File: src/rtl/key_pkg.sv
// Shared state encoding, default timing and counter sizing for push-button conditioning.
package key_pkg;

    typedef enum logic [1:0] {
        S_IDLE         = 2'd0,
        S_PRESS_WAIT   = 2'd1,
        S_DOWN         = 2'd2,
        S_RELEASE_WAIT = 2'd3
    } key_state_t;

    localparam int CLK_HZ          = 50_000_000;
    localparam int DB_MS           = 20;
    localparam int LONG_MS         = 1000;
    localparam int DB_CYCLES_DEF   = (CLK_HZ / 1000) * DB_MS;
    localparam int LONG_CYCLES_DEF = (CLK_HZ / 1000) * LONG_MS;

    // Width needed to hold 0..n-1, never narrower than one bit.
    function automatic int cnt_width(input int n);
        return ($clog2(n) < 1) ? 1 : $clog2(n);
    endfunction

endpackage

File: src/rtl/key_sync.sv
// Two-flop synchroniser for asynchronous inputs; both stages reset to RST_VAL.
module key_sync #(
    parameter int   WIDTH   = 1,
    parameter logic RST_VAL = 1'b1
) (
    input  logic             clk,
    input  logic             rst_n,
    input  logic [WIDTH-1:0] i_d,
    output logic [WIDTH-1:0] o_q
);

    logic [WIDTH-1:0] r_meta;
    logic [WIDTH-1:0] r_sync;

    always_ff @(posedge clk or negedge rst_n) begin
        if (!rst_n) begin
            r_meta <= {WIDTH{RST_VAL}};
            r_sync <= {WIDTH{RST_VAL}};
        end else begin
            r_meta <= i_d;
            r_sync <= r_meta;
        end
    end

    assign o_q = r_sync;

endmodule

File: src/rtl/key_debounce.sv
// Debounces an active-low push-button into a clean level plus press/release/long-press pulses.
//   state          | meaning
//   IDLE           | released, waiting for key_s low
//   PRESS_WAIT     | key_s low, counting stable cycles before accepting press
//   DOWN           | press accepted, hold timer running
//   RELEASE_WAIT   | key_s high, counting stable cycles before accepting release
import key_pkg::*;

module key_debounce #(
    parameter int DB_CYCLES   = DB_CYCLES_DEF,
    parameter int LONG_CYCLES = LONG_CYCLES_DEF
) (
    input  logic clk,
    input  logic rst_n,
    input  logic key_in,
    output logic key_level_n,
    output logic key_press,
    output logic key_release,
    output logic key_long
);

    localparam int DB_W   = cnt_width(DB_CYCLES);
    localparam int HOLD_W = cnt_width(LONG_CYCLES);
    localparam logic [DB_W-1:0]   DB_LAST   = DB_W'(DB_CYCLES - 1);
    localparam logic [HOLD_W-1:0] HOLD_LAST = HOLD_W'(LONG_CYCLES - 1);

    logic              w_key_s;
    key_state_t        r_state, w_state_nxt;
    logic [DB_W-1:0]   r_db_cnt, w_db_nxt;
    logic [HOLD_W-1:0] r_hold_cnt, w_hold_nxt;
    logic              r_long_done, w_long_done_nxt;
    logic              r_level_n, w_level_n_nxt;
    logic              r_press, w_press_nxt;
    logic              r_release, w_release_nxt;
    logic              r_long, w_long_nxt;
    logic              w_hold_run;

    key_sync #(
        .WIDTH   (1),
        .RST_VAL (1'b1)
    ) u_sync (
        .clk   (clk),
        .rst_n (rst_n),
        .i_d   (key_in),
        .o_q   (w_key_s)
    );

    always_ff @(posedge clk or negedge rst_n) begin
        if (!rst_n) begin
            r_state     <= S_IDLE;
            r_db_cnt    <= '0;
            r_hold_cnt  <= '0;
            r_long_done <= 1'b0;
            r_level_n   <= 1'b1;
            r_press     <= 1'b0;
            r_release   <= 1'b0;
            r_long      <= 1'b0;
        end else begin
            r_state     <= w_state_nxt;
            r_db_cnt    <= w_db_nxt;
            r_hold_cnt  <= w_hold_nxt;
            r_long_done <= w_long_done_nxt;
            r_level_n   <= w_level_n_nxt;
            r_press     <= w_press_nxt;
            r_release   <= w_release_nxt;
            r_long      <= w_long_nxt;
        end
    end

    always_comb begin
        w_state_nxt     = r_state;
        w_db_nxt        = r_db_cnt;
        w_hold_nxt      = r_hold_cnt;
        w_long_done_nxt = r_long_done;
        w_level_n_nxt   = r_level_n;
        w_press_nxt     = 1'b0;
        w_release_nxt   = 1'b0;
        w_long_nxt      = 1'b0;
        w_hold_run      = 1'b0;

        unique case (r_state)
            S_IDLE: begin
                if (!w_key_s) begin
                    w_state_nxt = S_PRESS_WAIT;
                    w_db_nxt    = '0;
                end
            end
            S_PRESS_WAIT: begin
                if (w_key_s) begin
                    w_state_nxt = S_IDLE;
                end else if (r_db_cnt == DB_LAST) begin
                    w_state_nxt     = S_DOWN;
                    w_level_n_nxt   = 1'b0;
                    w_press_nxt     = 1'b1;
                    w_hold_nxt      = '0;
                    w_long_done_nxt = 1'b0;
                end else begin
                    w_db_nxt = r_db_cnt + 1'b1;
                end
            end
            S_DOWN: begin
                w_hold_run = 1'b1;
                if (w_key_s) begin
                    w_state_nxt = S_RELEASE_WAIT;
                    w_db_nxt    = '0;
                end
            end
            S_RELEASE_WAIT: begin
                w_hold_run = 1'b1;
                if (!w_key_s) begin
                    w_state_nxt = S_DOWN;
                end else if (r_db_cnt == DB_LAST) begin
                    // An accepted release suppresses a long-press due on the same edge.
                    w_state_nxt   = S_IDLE;
                    w_level_n_nxt = 1'b1;
                    w_release_nxt = 1'b1;
                    w_hold_run    = 1'b0;
                end else begin
                    w_db_nxt = r_db_cnt + 1'b1;
                end
            end
            default: begin
                w_state_nxt = S_IDLE;
            end
        endcase

        // Long-press fires the edge after the timer saturates, once per press.
        if (w_hold_run) begin
            if (r_hold_cnt != HOLD_LAST) begin
                w_hold_nxt = r_hold_cnt + 1'b1;
            end else if (!r_long_done) begin
                w_long_nxt      = 1'b1;
                w_long_done_nxt = 1'b1;
            end
        end
    end

    assign key_level_n = r_level_n;
    assign key_press   = r_press;
    assign key_release = r_release;
    assign key_long    = r_long;

endmodule

File: config.mk
export PLATFORM = sky130hd
export DESIGN_NAME = key_debounce
export DESIGN_NICKNAME = d
export VERILOG_FILES = /design/src/rtl/key_pkg.sv /design/src/rtl/key_sync.sv /design/src/rtl/key_debounce.sv
export SDC_FILE = /design/constraint.sdc
export NUM_CORES = 1
export LEC_CHECK = 0
export ABC_CLOCK_PERIOD_IN_PS = 6100
export CORE_MARGIN = 1
export CORE_UTILIZATION = 58
export DETAILED_ROUTE_END_ITERATION = 8
export PLACE_DENSITY = 0.75
export SLEW_MARGIN = 40
export SYNTH_ARGS = -nofsm -noshare
export SYNTH_HDL_FRONTEND = slang
export SYNTH_SLANG_ARGS = --single-unit
File: constraint.sdc
create_clock -name clk -period 6.1 [get_ports clk]
set_input_delay 1.22 -clock clk [delete_from_list [all_inputs] [get_ports clk]]
set_output_delay 1.22 -clock clk [all_outputs]
set_load 0.02 [all_outputs]
==> results of run 1 <==
## cell families after synthesis
kind of cell             count (synthesis)
flip-flops                              55
AND/OR/NAND/NOR                        135
multiplexers                            20
adder cells (fa/ha/maj)                  2
XOR/XNOR                                 6
AO/OA/AOI/OAI                           59
buffers and inverters                   24
## through the flow
step | worst slack (ps) | area, um2 | instances | utilization, %
after global placement | 3680 | 3090 | 363 | 63.8
after global routing | 3370 | 3200 | 371 | 66.0
after CTS | 3410 | 3190 | 371 | 65.9
after detailed placement | 3630 | 3090 | 363 | 63.8
after floorplan | 4190 | 3000 | 301 | -
final | 3430 | 3200 | 371 | 66.0
## layout make-up
class	instances	area (um2)	area share [%]
repair buffers	8	70.1	2.19
inverters	11	41.3	1.29
multi-input cells	222	1520	47.6
flip-flops and latches	55	1380	43.2
well taps	67	83.8	2.62
clock buffers	8	100	3.13
## power by group through the flow
stage | clock, mW | sequential [mW] | combinational [mW]
2_1_floorplan | 0 | 0.385 | 0.0179
3_3_place_gp | 0 | 0.388 | 0.0268
5_1_grt | 0.240 | 0.384 | 0.0318
3_5_place_dp | 0 | 0.389 | 0.0274
4_1_cts | 0.225 | 0.382 | 0.0278
6_report | 0.219 | 0.382 | 0.0271
## worst paths after layout
check	end	slack, ps	depth (start not counted)	from
min	u_sync.o_q	360	0	u_sync.r_meta
max	key_level_n	3430	1	key_level_n
min in group asynchronous	r_db_cnt[16]	1030	2	rst_n
max reg2reg	r_hold_cnt[13]	3590	6	r_db_cnt[0]
max in group asynchronous	r_hold_cnt[25]	4630	2	rst_n
min reg2reg	u_sync.o_q	360	0	u_sync.r_meta
## cells in the mapped netlist (all sizes together), types with 2 or more instances
library cell,instances
clkbuf,6
inv,11
o211ai,11
nand4,10
nand2b,2
and3,2
nor3b,3
a211o,2
mux2,2
and4,3
nor2,14
and2,2
nor4b,5
a21oi,4
a22o,6
o41ai,4
o31ai,6
or4,2
nand2,46
xnor2,5
dfstp,3
o21a,3
nor4,12
o311ai,4
o21ai,12
ha,2
nor3,15
buf,7
dfrtp,52
nand3,14
mux2i,18
## state kept, by name, summed over array words and instances (netlist names), named ones only
signal         flops
u_sync.r_meta      1
r_db_cnt          20
key_level_n        1
key_long           1
r_state            1
r_long_done        1
key_release        1
r_hold_cnt        26
u_sync.o_q         1
key_press          1
## per-layer routing
layer  vias up  global-route usage (%)  wire (um)
met3         5                    7.45        266
met5         -                       0          0
met2        38                    33.2       2710
met1      1144                    37.0       2980
met4         0                    7.48         48
li1       1132                       -          -
==> impl_metrics.prom, run 1 <==
# TYPE chip_impl_metric gauge
chip_impl_info{name="critPathKind",value="flip-flop to primary output"} 1
chip_impl_metric{name="drtIter0Drc",unit=""} 209
chip_impl_metric{name="cts_max_level",unit=""} 2
chip_impl_info{name="synth_top_family_by_area",value="simple AND/OR/NAND/NOR gates"} 1
chip_impl_metric{name="cts.clk_slew.worst_paths",unit="ps"} 100
chip_impl_metric{name="cts_post_setup_buffers_inserted",unit=""} 0
chip_impl_metric{name="relative_area_change_from_synthesis_to_final_layout",unit="%"} 6.46
chip_impl_metric{name="post_synth_xor_area_fraction",unit="%"} 2.00
chip_impl_metric{name="power_report.internal_total",unit="mW"} 0.486
chip_impl_metric{name="die_width",unit="um"} 74.0
chip_impl_info{name="critPathSlowestCell",value="sky130_fd_sc_hd__clkdlybuf4s50_1"} 1
chip_impl_info{name="hp-class",value="flip-flop to flip-flop"} 1
chip_impl_info{name="crit_family",value="buffers and inverters"} 1
chip_impl_info{name="leading_cell_types_in_the_layout_fill_and_taps_excluded",value="52 x sky130_fd_sc_hd__dfrtp_1, 45 x sky130_fd_sc_hd__nand2_1, 18 x sky130_fd_sc_hd__mux2i_1"} 1
chip_impl_metric{name="routed-via-count",unit=""} 2319
chip_impl_metric{name="synth-seq-area-share",unit="%"} 45.9
chip_impl_metric{name="netSwitchingFraction",unit="%"} 22.6
chip_impl_metric{name="rows",unit=""} 25
chip_impl_info{name="clock_tree_from_tritoncts",value="done"} 1
chip_impl_metric{name="synth_top_cell_area_share",unit="%"} 43.3
chip_impl_metric{name="grt_max_degree",unit=""} 56
chip_impl_info{name="synth-main-ff-cell",value="sky130_fd_sc_hd__dfrtp_1"} 1
chip_impl_metric{name="ir_drop",unit="mV"} 0.143
chip_impl_metric{name="hpwl",unit="um"} 4000
chip_impl_metric{name="worst_pin_slew",unit="ps"} 792
chip_impl_metric{name="cts_max_path_buffers",unit=""} 2
chip_impl_metric{name="tns",unit="ps"} 0
chip_impl_metric{name="cts_num_sinks",unit=""} 55
chip_impl_metric{name="final-setup-viol-count",unit=""} 0
chip_impl_metric{name="synth-adder-area-share",unit="%"} 0.833
chip_impl_metric{name="insertedDiodeCount",unit=""} 0
chip_impl_metric{name="synth-compound-area-share",unit="%"} 14.6
chip_impl_metric{name="timing.final.crit_period",unit="ps"} 2670
chip_impl_metric{name="powerDensity",unit="nW/um2"} 196
chip_impl_metric{name="number_of_flops_mapped_to_enable_cells_by_yosys",unit=""} 0
chip_impl_metric{name="ctsHoldBuffers",unit=""} 0
chip_impl_metric{name="finalWeightedCongestion",unit=""} 0.827
chip_impl_info{name="synthDominantAreaCellType",value="sky130_fd_sc_hd__dfrtp_1"} 1
chip_impl_metric{name="dieArea",unit="um2"} 5470
chip_impl_metric{name="syn-cell-area",unit="um2"} 3000
chip_impl_metric{name="power.switching",unit="mW"} 0.142
chip_impl_metric{name="cts.repair.resized",unit=""} 0
chip_impl_info{name="status",value="complete, no violations"} 1
chip_impl_metric{name="maxSlewHeadroom",unit="%"} 47.2
chip_impl_metric{name="synth_warnings",unit=""} 0
chip_impl_info{name="cell_types_with_the_largest_area_share_after_synthesis",value="sky130_fd_sc_hd__dfrtp_1 43%, sky130_fd_sc_hd__mux2i_1 6.0%, sky130_fd_sc_hd__nand2_1 5.6%, sky130_fd_sc_hd__dfstp_2 2.6%, sky130_fd_sc_hd__o211ai_1 2.5%"} 1
chip_impl_metric{name="clock_latency",unit="ps"} 310
chip_impl_info{name="cts.root.buffer_cell",value="sky130_fd_sc_hd__clkbuf_8"} 1
chip_impl_metric{name="largest_driver_fanout_on_the_critical_path",unit=""} 3
chip_impl_metric{name="power.total",unit="mW"} 0.628
chip_impl_metric{name="synth.area.mux_share",unit="%"} 6.75
chip_impl_metric{name="worst-path-buf-inv",unit=""} 1
chip_impl_metric{name="crit_required",unit="ps"} 4880
chip_impl_metric{name="io_pins",unit=""} 7
chip_impl_metric{name="vias_in_the_first_global_route",unit=""} 2076
chip_impl_metric{name="final_min_period_over_clock_period",unit="%"} 43.8
chip_impl_metric{name="ant_nets",unit=""} 0
chip_impl_metric{name="post-route-drc-count",unit=""} 0
chip_impl_metric{name="dieHeight",unit="um"} 74.0
chip_impl_metric{name="antenna_found_initial",unit=""} 0
chip_impl_metric{name="number_of_distinct_library_cells_after_synthesis",unit=""} 56
chip_impl_metric{name="final_net_count",unit=""} 308
chip_impl_metric{name="vias_per_cell",unit=""} 6.25
chip_impl_metric{name="cap_viol_max_count",unit=""} 0
chip_impl_metric{name="hold-worst-slack",unit="ps"} 362
chip_impl_metric{name="seq_power_share",unit="%"} 60.8
chip_impl_metric{name="io_buffers",unit=""} 6
chip_impl_metric{name="num-fill-cells",unit=""} 390
chip_impl_metric{name="dr.pass1.iters",unit=""} 4
chip_impl_info{name="rsz_0062_raised_after_global_routing",value="false"} 1
chip_impl_metric{name="synth-simple-area-share",unit="%"} 26.4
chip_impl_metric{name="synth.avg_cell_area",unit="um2"} 9.98
chip_impl_metric{name="share_of_flip_flops_with_an_asynchronous_set_or_reset_after_synthesis",unit="%"} 100
chip_impl_info{name="path_cells",value="clkdlybuf4s50_1"} 1
chip_impl_metric{name="effective_utilization_at_floorplan",unit="%"} 62.0
chip_impl_metric{name="synth.net_count",unit=""} 306
chip_impl_metric{name="timing.critical_path.arrival",unit="ps"} 1450
chip_impl_metric{name="clockPowerShare",unit="%"} 34.8
chip_impl_info{name="mostFrequentLayoutCell",value="sky130_fd_sc_hd__dfrtp_1"} 1
chip_impl_metric{name="drive_gt1_share",unit="%"} 10.2
chip_impl_metric{name="final_report_hold_violation_count",unit=""} 0
chip_impl_info{name="startpoint_type",value="flip-flop"} 1
chip_impl_metric{name="core-area",unit="um2"} 4850
chip_impl_metric{name="wl_per_cell",unit="um"} 16.2
chip_impl_metric{name="maximum_clock_rate",unit="MHz"} 374
chip_impl_metric{name="post_synth_inst_count",unit=""} 301
chip_impl_info{name="endpoint_kind",value="primary output"} 1
chip_impl_metric{name="share_comb_of_total_power",unit="%"} 4.3
chip_impl_metric{name="grt_pass1_wl",unit="um"} 10000
chip_impl_metric{name="drv_slew",unit=""} 0
chip_impl_metric{name="drt-total-wl",unit="um"} 6000
chip_impl_metric{name="grt_ovf",unit=""} 0
chip_impl_metric{name="clock-skew-final",unit="ps"} 7.10
chip_impl_metric{name="total_leakage_power",unit="nW"} 1.31
chip_impl_metric{name="critical_path.max_stage_delay",unit="ps"} 600
chip_impl_metric{name="flops_latches_synth",unit=""} 55
chip_impl_metric{name="grt_usage",unit="%"} 24.3
chip_impl_metric{name="tritoncts.num_buffers",unit=""} 5
(Power assumes the default switching activity.)
==> inputs of run 2 (changes only) <==
ABC_CLOCK_PERIOD_IN_PS = 2600   (was 6100)
clock period = 2.6 ns   (was 6.1 ns; I/O delays follow)
==> impl_metrics.prom, run 2 (synthesis results as in run 1) <==
# TYPE chip_impl_metric gauge
chip_impl_metric{name="finalWeightedCongestion",unit=""} 0.843
chip_impl_metric{name="dr.pass1.iters",unit=""} 4
chip_impl_metric{name="total_leakage_power",unit="nW"} 1.32
chip_impl_info{name="clock_tree_from_tritoncts",value="done"} 1
chip_impl_metric{name="number_of_flip_flops_under_the_largest_register_name",unit=""} 26
chip_impl_metric{name="reg2reg_depth",unit=""} 7
chip_impl_metric{name="effective_utilization_at_floorplan",unit="%"} 62.0
chip_impl_info{name="r2r-end",value="r_hold_cnt[20]"} 1
chip_impl_metric{name="wl_per_cell",unit="um"} 16.4
chip_impl_metric{name="global_route.usage.met3",unit="%"} 4.07
chip_impl_metric{name="largest_driver_fanout_on_the_critical_path",unit=""} 20
chip_impl_metric{name="cts.repair.resized",unit=""} 0
chip_impl_metric{name="post-route-cell-area",unit="um2"} 3210
chip_impl_metric{name="clock-skew-final",unit="ps"} 4.59
chip_impl_metric{name="core-area",unit="um2"} 4850
chip_impl_metric{name="cts_num_sinks",unit=""} 55
chip_impl_metric{name="grt_usage",unit="%"} 25.1
chip_impl_metric{name="timing.final.crit_period",unit="ps"} 2210
chip_impl_metric{name="rows",unit=""} 25
chip_impl_metric{name="ir_drop",unit="mV"} 0.340
chip_impl_info{name="critPathKind",value="flip-flop to flip-flop"} 1
chip_impl_metric{name="grt_pass1_wl",unit="um"} 10600
chip_impl_metric{name="cts.clk_slew.worst_paths",unit="ps"} 90
chip_impl_info{name="max_flop_register",value="r_hold_cnt"} 1
chip_impl_metric{name="dpl_cell_area",unit="um2"} 3140
chip_impl_metric{name="maximum_clock_rate",unit="MHz"} 452
chip_impl_info{name="mostFrequentLayoutCell",value="sky130_fd_sc_hd__dfrtp_1"} 1
chip_impl_info{name="hp-class",value="primary input to asynchronous set/reset pin"} 1
chip_impl_metric{name="dieHeight",unit="um"} 74.0
chip_impl_metric{name="grtUsageMet1",unit="%"} 39.3
chip_impl_metric{name="ant_nets",unit=""} 0
chip_impl_info{name="rsz_0062_raised_after_global_routing",value="false"} 1
chip_impl_metric{name="ctsHoldBuffers",unit=""} 0
chip_impl_info{name="path_cells",value="ha_1, and4_1, and4_1, nand4_2, buf_4, o211ai_1, o31ai_1"} 1
chip_impl_metric{name="final_report_hold_violation_count",unit=""} 0
chip_impl_info{name="leading_cell_types_in_the_layout_fill_and_taps_excluded",value="52 x sky130_fd_sc_hd__dfrtp_1, 45 x sky130_fd_sc_hd__nand2_1, 18 x sky130_fd_sc_hd__mux2i_1"} 1
chip_impl_info{name="globalRoute.busiestLayer",value="met1"} 1
chip_impl_metric{name="post-route-drc-count",unit=""} 0
chip_impl_metric{name="dieArea",unit="um2"} 5470
chip_impl_info{name="critical_path.reg2reg.startpoint",value="r_db_cnt[0]"} 1
chip_impl_metric{name="cts_max_level",unit=""} 2
chip_impl_metric{name="drv_slew",unit=""} 0
chip_impl_metric{name="antenna_found_initial",unit=""} 0
chip_impl_info{name="startpoint_type",value="flip-flop"} 1
chip_impl_metric{name="drtIter0Drc",unit=""} 188
chip_impl_metric{name="drive_gt1_share",unit="%"} 11.0
chip_impl_metric{name="worst-path-buf-inv",unit=""} 1
chip_impl_info{name="crit_family",value="simple AND/OR/NAND/NOR gates"} 1
chip_impl_metric{name="insertedDiodeCount",unit=""} 0
chip_impl_metric{name="crit_required",unit="ps"} 2770
chip_impl_metric{name="grt_ovf",unit=""} 0
chip_impl_metric{name="grt_max_degree",unit=""} 27
chip_impl_metric{name="cts_post_setup_buffers_inserted",unit=""} 0
chip_impl_metric{name="powerDensity",unit="nW/um2"} 437
chip_impl_metric{name="maxSlewHeadroom",unit="%"} 61.6
chip_impl_metric{name="use_met2",unit="%"} 36.5
chip_impl_metric{name="vias_in_the_first_global_route",unit=""} 2162
chip_impl_info{name="worst_path_most_repeated_cell",value="sky130_fd_sc_hd__and4_1"} 1
chip_impl_metric{name="die_width",unit="um"} 74.0
chip_impl_metric{name="critical_path.max_stage_delay",unit="ps"} 440
chip_impl_metric{name="final_min_period_over_clock_period",unit="%"} 85.1
chip_impl_metric{name="io_buffers",unit=""} 6
chip_impl_metric{name="timing.critical_path.arrival",unit="ps"} 2380
chip_impl_info{name="cts.root.buffer_cell",value="sky130_fd_sc_hd__clkbuf_8"} 1
chip_impl_metric{name="relative_area_change_from_synthesis_to_final_layout",unit="%"} 6.91
chip_impl_metric{name="hpwl",unit="um"} 4340
chip_impl_info{name="critPathSlowestCell",value="sky130_fd_sc_hd__dfrtp_1"} 1
chip_impl_metric{name="rrSetupSlack",unit="ps"} 390
chip_impl_metric{name="num-fill-cells",unit=""} 395
chip_impl_metric{name="vias_per_cell",unit=""} 6.27
chip_impl_metric{name="cap_viol_max_count",unit=""} 0
chip_impl_info{name="largestRegisters",value="r_hold_cnt: 26 flops, r_db_cnt: 20 flops"} 1
chip_impl_metric{name="final-setup-viol-count",unit=""} 0
chip_impl_metric{name="tns",unit="ps"} 0
chip_impl_metric{name="final_net_count",unit=""} 314
chip_impl_metric{name="worst_pin_slew",unit="ps"} 574
chip_impl_metric{name="io_pins",unit=""} 7
chip_impl_info{name="endpoint_kind",value="flip-flop"} 1
chip_impl_metric{name="tritoncts.num_buffers",unit=""} 5
chip_impl_metric{name="clock_latency",unit="ps"} 300
chip_impl_metric{name="cts_max_path_buffers",unit=""} 2
chip_impl_info{name="status",value="complete, no violations"} 1
chip_impl_metric{name="drt-total-wl",unit="um"} 6160
chip_impl_metric{name="routed-via-count",unit=""} 2350
[run 2: power breakdown]
group          internal (mW)  leakage [nW]  switching, mW
Combinational         0.0270         0.528         0.0462
Clock                  0.181        0.0371          0.257
Sequential             0.871         0.753         0.0225
[run 2: cell type report]
cell class | instances | area (um2) | share of cell area, %
Clock buffer | 6 | 72.6 | 2.26
Inverter | 11 | 41.3 | 1.29
Multi-Input combinational cell | 222 | 1520 | 47.3
Sequential cell | 55 | 1380 | 43.0
Tap cell | 67 | 83.8 | 2.61
Timing Repair Buffer | 14 | 115 | 3.58
[run 2: metrics by stage]
step	power [mW]	hold slack, ps	util [%]	worst slack, ps	cells
after floorplan	0.944	224	-	692	301
after global placement	0.978	350	64.7	528	369
after detailed placement	0.984	350	64.7	431	369
after CTS	1.42	149	66.2	404	375
after global routing	1.46	157	66.2	224	375
final	1.40	140	66.2	387	375
[run 2: layer usage]
metal  vias up  share of wire, %  wire length (um)
met2        36                45              2800
met4         0              0.47                29
li1       1147                 -                 -
met3         4               2.6               163
met1      1163                51              3170
met5         -                 0                 0
[run 2: worst max path at each step]
stage,startpoint,endpoint,cells past startpoint
2_1_floorplan,r_db_cnt[0],r_db_cnt[3],6
3_3_place_gp,r_db_cnt[0],r_hold_cnt[20],7
3_5_place_dp,r_db_cnt[1],r_hold_cnt[20],7
4_1_cts,r_db_cnt[0],r_hold_cnt[20],7
5_1_grt,r_db_cnt[0],r_hold_cnt[20],7
6_report,r_db_cnt[0],r_hold_cnt[20],7
==> inputs of run 3 (changes only) <==
CORE_MARGIN = 2   (was 1)
==> impl_metrics.prom, run 3 (synthesis results as in run 1) <==
# TYPE chip_impl_metric gauge
chip_impl_metric{name="final_net_count",unit=""} 314
chip_impl_metric{name="cts.repair.resized",unit=""} 0
chip_impl_metric{name="grt_max_degree",unit=""} 56
chip_impl_metric{name="routed-via-count",unit=""} 2336
chip_impl_metric{name="drt-total-wl",unit="um"} 5930
chip_impl_metric{name="final_min_period_over_clock_period",unit="%"} 83.5
chip_impl_info{name="max_flop_register",value="r_hold_cnt"} 1
chip_impl_metric{name="grt_usage",unit="%"} 22.4
chip_impl_metric{name="cts_num_sinks",unit=""} 55
chip_impl_metric{name="drv_slew",unit=""} 0
chip_impl_metric{name="number_of_flip_flops_under_the_largest_register_name",unit=""} 26
chip_impl_metric{name="cts_max_path_buffers",unit=""} 2
chip_impl_info{name="rsz_0062_raised_after_global_routing",value="false"} 1
chip_impl_info{name="endpoint_kind",value="flip-flop"} 1
chip_impl_metric{name="clock-skew-final",unit="ps"} 6.89
chip_impl_metric{name="multi_input_gate_area",unit="um2"} 1520
chip_impl_metric{name="rrSetupSlack",unit="ps"} 430
chip_impl_metric{name="antenna_found_initial",unit=""} 0
chip_impl_metric{name="dieHeight",unit="um"} 76.0
chip_impl_metric{name="grt_pass1_wl",unit="um"} 10600
chip_impl_metric{name="timing.final.crit_period",unit="ps"} 2170
chip_impl_metric{name="vias_in_the_first_global_route",unit=""} 2182
chip_impl_info{name="cts.root.buffer_cell",value="sky130_fd_sc_hd__clkbuf_8"} 1
chip_impl_metric{name="reg2reg_depth",unit=""} 7
chip_impl_metric{name="die_width",unit="um"} 76.0
chip_impl_metric{name="clock_latency",unit="ps"} 310
chip_impl_metric{name="crit_required",unit="ps"} 2840
chip_impl_metric{name="drive_gt1_share",unit="%"} 11.6
chip_impl_metric{name="finalWeightedCongestion",unit=""} 0.807
chip_impl_metric{name="maximum_clock_rate",unit="MHz"} 461
chip_impl_metric{name="dieArea",unit="um2"} 5770
chip_impl_metric{name="cts_max_level",unit=""} 2
chip_impl_metric{name="drtIter0Drc",unit=""} 152
chip_impl_metric{name="tritoncts.num_buffers",unit=""} 5
chip_impl_metric{name="sequential_cell_area",unit="um2"} 1380
chip_impl_metric{name="ctsHoldBuffers",unit=""} 0
chip_impl_info{name="largestRegisters",value="r_hold_cnt: 26 flops, r_db_cnt: 20 flops"} 1
chip_impl_metric{name="hpwl",unit="um"} 4010
chip_impl_metric{name="cap_viol_max_count",unit=""} 0
chip_impl_info{name="critical_path.reg2reg.startpoint",value="r_db_cnt[0]"} 1
chip_impl_info{name="leading_cell_types_in_the_layout_fill_and_taps_excluded",value="52 x sky130_fd_sc_hd__dfrtp_1, 45 x sky130_fd_sc_hd__nand2_1, 18 x sky130_fd_sc_hd__mux2i_1"} 1
chip_impl_info{name="critPathKind",value="flip-flop to flip-flop"} 1
chip_impl_metric{name="cts_post_setup_buffers_inserted",unit=""} 0
chip_impl_metric{name="post-route-drc-count",unit=""} 0
chip_impl_info{name="r2r-end",value="r_hold_cnt[9]"} 1
chip_impl_metric{name="hold-worst-slack",unit="ps"} 192
chip_impl_metric{name="vias_per_cell",unit=""} 6.15
chip_impl_metric{name="insertedDiodeCount",unit=""} 0
chip_impl_metric{name="effective_utilization_at_floorplan",unit="%"} 59.6
chip_impl_metric{name="dr.pass1.iters",unit=""} 4
chip_impl_metric{name="relative_area_change_from_synthesis_to_final_layout",unit="%"} 8.37
chip_impl_info{name="clock_tree_from_tritoncts",value="done"} 1
chip_impl_info{name="mostFrequentLayoutCell",value="sky130_fd_sc_hd__dfrtp_1"} 1
chip_impl_metric{name="tns",unit="ps"} 0
chip_impl_metric{name="maxSlewHeadroom",unit="%"} 58.9
chip_impl_metric{name="final-setup-viol-count",unit=""} 0
chip_impl_metric{name="total_leakage_power",unit="nW"} 1.34
chip_impl_metric{name="cts.clk_slew.worst_paths",unit="ps"} 100
chip_impl_metric{name="final_report_hold_violation_count",unit=""} 0
chip_impl_info{name="status",value="complete, no violations"} 1
chip_impl_metric{name="largest_driver_fanout_on_the_critical_path",unit=""} 8
chip_impl_metric{name="grt_ovf",unit=""} 0
chip_impl_metric{name="timing.critical_path.arrival",unit="ps"} 2410
chip_impl_metric{name="worst_pin_slew",unit="ps"} 613
chip_impl_metric{name="ant_nets",unit=""} 0
chip_impl_info{name="startpoint_type",value="flip-flop"} 1
chip_impl_metric{name="num-fill-cells",unit=""} 420
chip_impl_metric{name="rows",unit=""} 26
chip_impl_metric{name="io_pins",unit=""} 7
chip_impl_metric{name="powerDensity",unit="nW/um2"} 457
chip_impl_metric{name="ir_drop",unit="mV"} 0.259
chip_impl_metric{name="wl_per_cell",unit="um"} 15.6
chip_impl_info{name="hp-class",value="primary input to asynchronous set/reset pin"} 1
chip_impl_metric{name="io_buffers",unit=""} 6
chip_impl_metric{name="core-area",unit="um2"} 5040
[run 3: changes by cell type in the layout (fill, tap and decap cells not counted)]
cell / change
sky130_fd_sc_hd__clkbuf_8: +2
sky130_fd_sc_hd__buf_4: -1
sky130_fd_sc_hd__buf_12: +1
[run 3: layout make-up]
cell class                      instances  area share [%]
Multi-Input combinational cell        222            46.7
Sequential cell                        55            42.4
Timing Repair Buffer                   14            3.92
Clock buffer                            8            3.07
Tap cell                               70            2.69
Inverter                               11            1.27
[run 3: report_power, final]
group          leakage, nW  internal [mW]  switching [mW]  total [mW]
logic                0.533         0.0296          0.0455      0.0751
registers            0.753          0.871          0.0221       0.893
clock network       0.0515          0.244           0.275       0.519
[run 3: worst max path at each step]
stage                            from              to  cells past startpoint
after floorplan           r_db_cnt[0]     r_db_cnt[3]                      6
after global placement    r_db_cnt[0]   r_hold_cnt[9]                      7
after detailed placement  r_db_cnt[0]   r_hold_cnt[9]                      7
after CTS                 r_db_cnt[0]   r_hold_cnt[9]                      7
after global routing      r_db_cnt[0]  r_hold_cnt[11]                      7
final                     r_db_cnt[0]   r_hold_cnt[9]                      7
[run 3: critical path, cell delays in order, from the launching register on]
cell and delay (ps):
sky130_fd_sc_hd__dfrtp_1 450, sky130_fd_sc_hd__ha_1 270, sky130_fd_sc_hd__and4_1 280, sky130_fd_sc_hd__nand4_4 160, sky130_fd_sc_hd__o21ai_2 150, sky130_fd_sc_hd__buf_4 200
sky130_fd_sc_hd__nor4_1 360, sky130_fd_sc_hd__mux2i_1 220
[run 3: layer usage]
metal / wire (um) / vias to the layer above / GRT usage [%]
li1: - / 1142 / -
met1: 3000 / 1127 / 35.3
met2: 2600 / 59 / 31.7
met3: 260 / 8 / 4.27
met4: 71 / 0 / 6.00
met5: 0 / - / 0
[run 3: metrics by stage]
step | std cells | instance area (um2) | setup slack (ps) | util [%] | power (mW)
after floorplan | 301 | 3000 | 692 | - | 0.944
after global placement | 372 | 3160 | 549 | 62.6 | 0.981
after global routing | 380 | 3260 | 259 | 64.6 | 1.55
final | 380 | 3260 | 430 | 64.6 | 1.49
after CTS | 380 | 3260 | 423 | 64.6 | 1.50
after detailed placement | 372 | 3160 | 452 | 62.6 | 0.985
==> RTL change 1, RTL diff (settings of run 1) <==
Put one more register stage on the output `key_press`. The value now appears one clock later. The other outputs are not delayed to match.
--- a/src/rtl/key_debounce.sv
+++ b/src/rtl/key_debounce.sv
@@ -137,5 +137,7 @@
 
     assign key_level_n = r_level_n;
-    assign key_press   = r_press;
+    always_ff @(posedge clk) begin
+        key_press <= r_press;
+    end
     assign key_release = r_release;
     assign key_long    = r_long;
Function: no difference found for any inputs over 10 cycles, from zero or initial values and one cycle with rst_n low; that may be too few to reach the edited logic, so the function may still have changed.
==> RTL change 1 against run 1 <==
Hold slack worse by 0.011 ns; setup slack better by 0.0031 ns; non-clock buffer count stayed put; area after synthesis is 0.67% higher; critical path depth stayed put; sequential power is 2% higher; total power is 0.28% lower; sequential cell count is 1 higher; routed wire length is 0.67% lower; final area is 0.39% higher; critical endpoint unchanged; largest cell class unchanged; largest power group unchanged.
==> RTL change 1: results (changes against run 1) <==
- Peak supply drop: 0.144 mV (was 0.143 mV)
- Final wirelength: 5960 um (was 6000 um)
- Top post-synthesis cells by area: dfrtp_1 (43%), mux2i_1 (6.0%), nand2_1 (5.6%) (unchanged)
- Worst R2R End: r_hold_cnt[11] (was r_hold_cnt[13])
- Share of cells above drive strength 1: 0.105 (was 0.102)
- Distinct cells, synth: 57 (was 56)
- # fillers: 413 (was 390)
- All-Layer GR Usage: 0.240 (was 0.243)
- Synthesized area per cell: 10.0 um^2 (was 9.98 um^2)
- Number of vias per cell: 6.13 (was 6.25)
- DP Wirelength: 3960 um (was 4000 um)
- Worst r2r src: r_db_cnt[0] (unchanged)
- Async SR Flop Fraction: 0.982 (was 1.00)
- P_leak: 1.31 nW (about the same)
- Worst reg2reg setup slack: 3.50 ns (was 3.59 ns)
- Syn_nets: 307 (was 306)
- Placed insts: 364 (was 363)
- Diode count: 0 (unchanged)
- GPL Wtd Cong: 0.768 (was 0.827)
- Outcome: completed (unchanged)
- Initial DRC Count: 215 (was 209)
- Post-synthesis sequential area ratio: 0.463 (was 0.459)
- Hold Path Origin: r_press (was u_sync.r_meta)
- First-pass GRT wire length: 10200 um (was 10000 um)
- Hold path endpoint: key_press (was u_sync.o_q)
- Worst Clk Skew: 0.00840 ns (was 0.00710 ns)
- FF-to-FF path depth: 6 (unchanged)
- Layout Cells excl Fill: 372 (was 371)
- Slew HR: 0.474 (was 0.472)
==> RTL change 1: cell count changes in the layout (fill, tap and decap cells not counted), sizes merged <==
| cell | before | now |
|---|---|---|
| clkbuf | 8 | 6 |
| clkinv | 0 | 2 |
| dfxtp | 0 | 1 |
==> RTL change 1: how the worst max path moves through the flow <==
| stage | endpoint | slack [ns] | depth (start not counted) |
|---|---|---|---|
| after floorplan | r_db_cnt[3] | 4.19 | 6 |
| after global placement | r_hold_cnt[11] | 3.68 | 6 |
| after detailed placement | r_hold_cnt[13] | 3.57 | 6 |
| after CTS | key_level_n | 3.42 | 1 |
| after global routing | r_hold_cnt[11] | 3.30 | 6 |
| final | key_level_n | 3.43 | 1 |
==> RTL change 1: logic make-up (layout without fill, tap and decap cells) <==
family / Yosys count / in the layout / share of synthesized area
fa+ha+maj: 2 / 2 / 0.00827
flops: 56 / 56 / 0.463
mux: 20 / 20 / 0.0670
compound gates: 59 / 59 / 0.145
buf+inv: 24 / 27 / 0.0348
simple gates: 135 / 135 / 0.262
xor+xnor: 6 / 6 / 0.0199
==> RTL change 1: area by class of cell <==
| cell class | count | area (um^2) | area share |
|---|---|---|---|
| timing repair buffer | 8 | 70.1 | 0.0218 |
| clock inverter | 2 | 10.0 | 0.00312 |
| sequential | 56 | 1400 | 0.436 |
| tap | 67 | 83.8 | 0.0261 |
| clock buffer | 6 | 82.6 | 0.0257 |
| inverter | 11 | 41.3 | 0.0129 |
| multi-input combinational | 222 | 1520 | 0.474 |
==> RTL change 1: worst reg2reg max path: stages (launching register included) <==
cell and delay (ns):
dfrtp_1 0.44, ha_1 0.26, and4_1 0.35, and4_1 0.30
nand4_2 0.59, o311ai_0 0.37, o41ai_1 0.15
==> RTL change 1: per-stage QoR <==
stage / util / instance area [um^2] / setup slack, ns / hold slack [ns]
after floorplan: - / 3020 / 4.19 / 0.324
after global placement: 0.638 / 3110 / 3.68 / 0.328
after detailed placement: 0.638 / 3110 / 3.57 / 0.336
after CTS: 0.657 / 3210 / 3.42 / 0.359
after global routing: 0.658 / 3210 / 3.30 / 0.371
final: 0.658 / 3210 / 3.43 / 0.351
==> RTL change 1: power by group <==
| part | internal, mW | switching, mW |
|---|---|---|
| sequential | 0.378 | 0.0112 |
| combinational | 0.0106 | 0.0162 |
| clock | 0.0910 | 0.119 |
==> RTL change 1: layer usage <==
metal | GRT usage | routed length [um]
met4 | 0.0839 | 80
met1 | 0.350 | 2970
met5 | 0 | 0
met2 | 0.360 | 2690
met3 | 0.0474 | 219
==> RTL change 2, RTL diff (flow settings as in run 1) <==
Without the edit above. Set the package constant `DB_MS` to 30 (it was 20).
--- a/src/rtl/key_pkg.sv
+++ b/src/rtl/key_pkg.sv
@@ -10,5 +10,5 @@
 
     localparam int CLK_HZ          = 50_000_000;
-    localparam int DB_MS           = 20;
+    localparam int DB_MS           = 30;
     localparam int LONG_MS         = 1000;
     localparam int DB_CYCLES_DEF   = (CLK_HZ / 1000) * DB_MS;
Function: same outputs for any inputs over 10 cycles, from zero or initial values and one cycle with rst_n low; that may be too few to reach the edited logic, so the function may still have changed.
==> RTL change 2 against run 1 <==
Combinational power is 3% lower; clock skew is 0.0053 ns higher; setup slack better by 0.0027 ns; final area is 2.5% higher; critical endpoint unchanged; sequential cell count is 1 higher; total power is 0.61% lower; critical path depth stayed put; sequential power is 2% higher; largest cell class unchanged; highest routed layer unchanged; global-route usage hardly changed; via count is 2.4% higher; critical path type unchanged; area after synthesis is 2.4% higher; register-to-register slack worse by 0.06 ns; routed wire length is 1.2% higher.
==> RTL change 2: results (changes against run 1) <==
- DRT Pass-1 Iters: 4 (unchanged)
- Met3 wire length: 132 um (was 266 um)
- Peak supply drop: 0.135 mV (was 0.143 mV)
- Worst R2R End: r_hold_cnt[8] (was r_hold_cnt[13])
- Share of cells above drive strength 1: 0.133 (was 0.102)
- Total power: 624 uW (was 628 uW)
- Vias in the first global route: 2218 (was 2076)
- Synthesized area per cell: 9.70 um^2 (was 9.98 um^2)
- P_leak: 1.32 nW (was 1.31 nW)
- Mux contribution to synthesized area: 0.0618 (was 0.0675)
- I/O Buffers: 6 (unchanged)
- Clk pwr: 209 uW (was 219 uW)
- Layout Cells excl Fill: 394 (was 371)
- Initial DRC Count: 148 (was 209)
- Post-Place Setup Slack: 3.58 ns (was 3.63 ns)
- GRT met2 Usage: 0.401 (was 0.332)
- FF-to-FF path depth: 5 (was 6)
- GPL Wtd Cong: 0.842 (was 0.827)
- First-pass GRT wire length: 10200 um (was 10000 um)
- Worst Clk Skew: 0.0124 ns (was 0.00710 ns)
- Syn_nets: 322 (was 306)
- Post-synth top cells: dfrtp_1 (53), nand2_1 (43), nor2_1 (29), nand3_1 (22) (was dfrtp_1 (52), nand2_1 (45), mux2i_1 (18))
- Compound-Gate Fraction of Synth Area: 0.122 (was 0.146)
- Post-synthesis sequential area ratio: 0.457 (was 0.459)
- Top post-synthesis cells by area: dfrtp_1 (43%), nand2_1 (5.2%), nand3_1 (3.6%) (was dfrtp_1 (43%), mux2i_1 (6.0%), nand2_1 (5.6%))
- Slew HR: 0.473 (was 0.472)
- Wl on met1: 2890 um (was 2980 um)
- Met3 Resource Use GR: 0.0402 (was 0.0745)
- Tmin final: 2.67 ns (about the same)
- Synth Area in Adders: 0.00814 (was 0.00833)
- Synth Warn #: 0 (unchanged)
- DP Area: 0.00318 mm^2 (was 0.00309 mm^2)
- Number of vias per cell: 6.03 (was 6.25)
- Num CTS Buffers: 5 (unchanged)
- Hold WS: 0.362 ns (about the same)
- Worst r2r src: r_db_cnt[5] (was r_db_cnt[0])
- Largest registers: r_hold_cnt x26, r_db_cnt x21 (was r_hold_cnt x26, r_db_cnt x20)
- # fillers: 448 (was 390)
- Worst reg2reg setup slack: 3.53 ns (was 3.59 ns)
- Final #Nets: 328 (was 308)
- Distinct cells, synth: 55 (was 56)
- Met2 WL: 2920 um (was 2710 um)
- DP Wirelength: 4220 um (was 4000 um)
- Largest net degree at the start of global routing: 57 (was 56)
- Outcome: completed (unchanged)
- Register area: 0.00141 mm^2 (was 0.00138 mm^2)
- Final wirelength: 6070 um (was 6000 um)
- Synth Area in XOR/XNOR: 0.0342 (was 0.0200)
RTL change 2: cell count changes after synthesis, moves of 4 or more:
cell / before / now
nor3_1: 14 / 7
buf_2: 6 / 1
xor2_1: 1 / 8
nand3_1: 14 / 22
mux2_2: 2 / 8
and3_1: 2 / 6
mux2i_1: 18 / 10
nor4_1: 11 / 5
a21oi_1: 4 / 8
inv_1: 11 / 6
nor2_1: 14 / 29
RTL change 2: layout make-up:
cell class,instances,share of cell area
Multi-Input combinational cell,246,0.488
Sequential cell,56,0.429
Tap cell,70,0.0267
Clock buffer,6,0.0252
Timing Repair Buffer,8,0.0214
Inverter,6,0.00687
Clock inverter,2,0.00305
RTL change 2: worst register-to-register path, delay by kind of cell, from the launching register on:
kind                   cells  cell delay, ns
AND/OR/NAND/NOR            4            1.64
flip-flops                 1            0.45
buffers and inverters      1            0.35
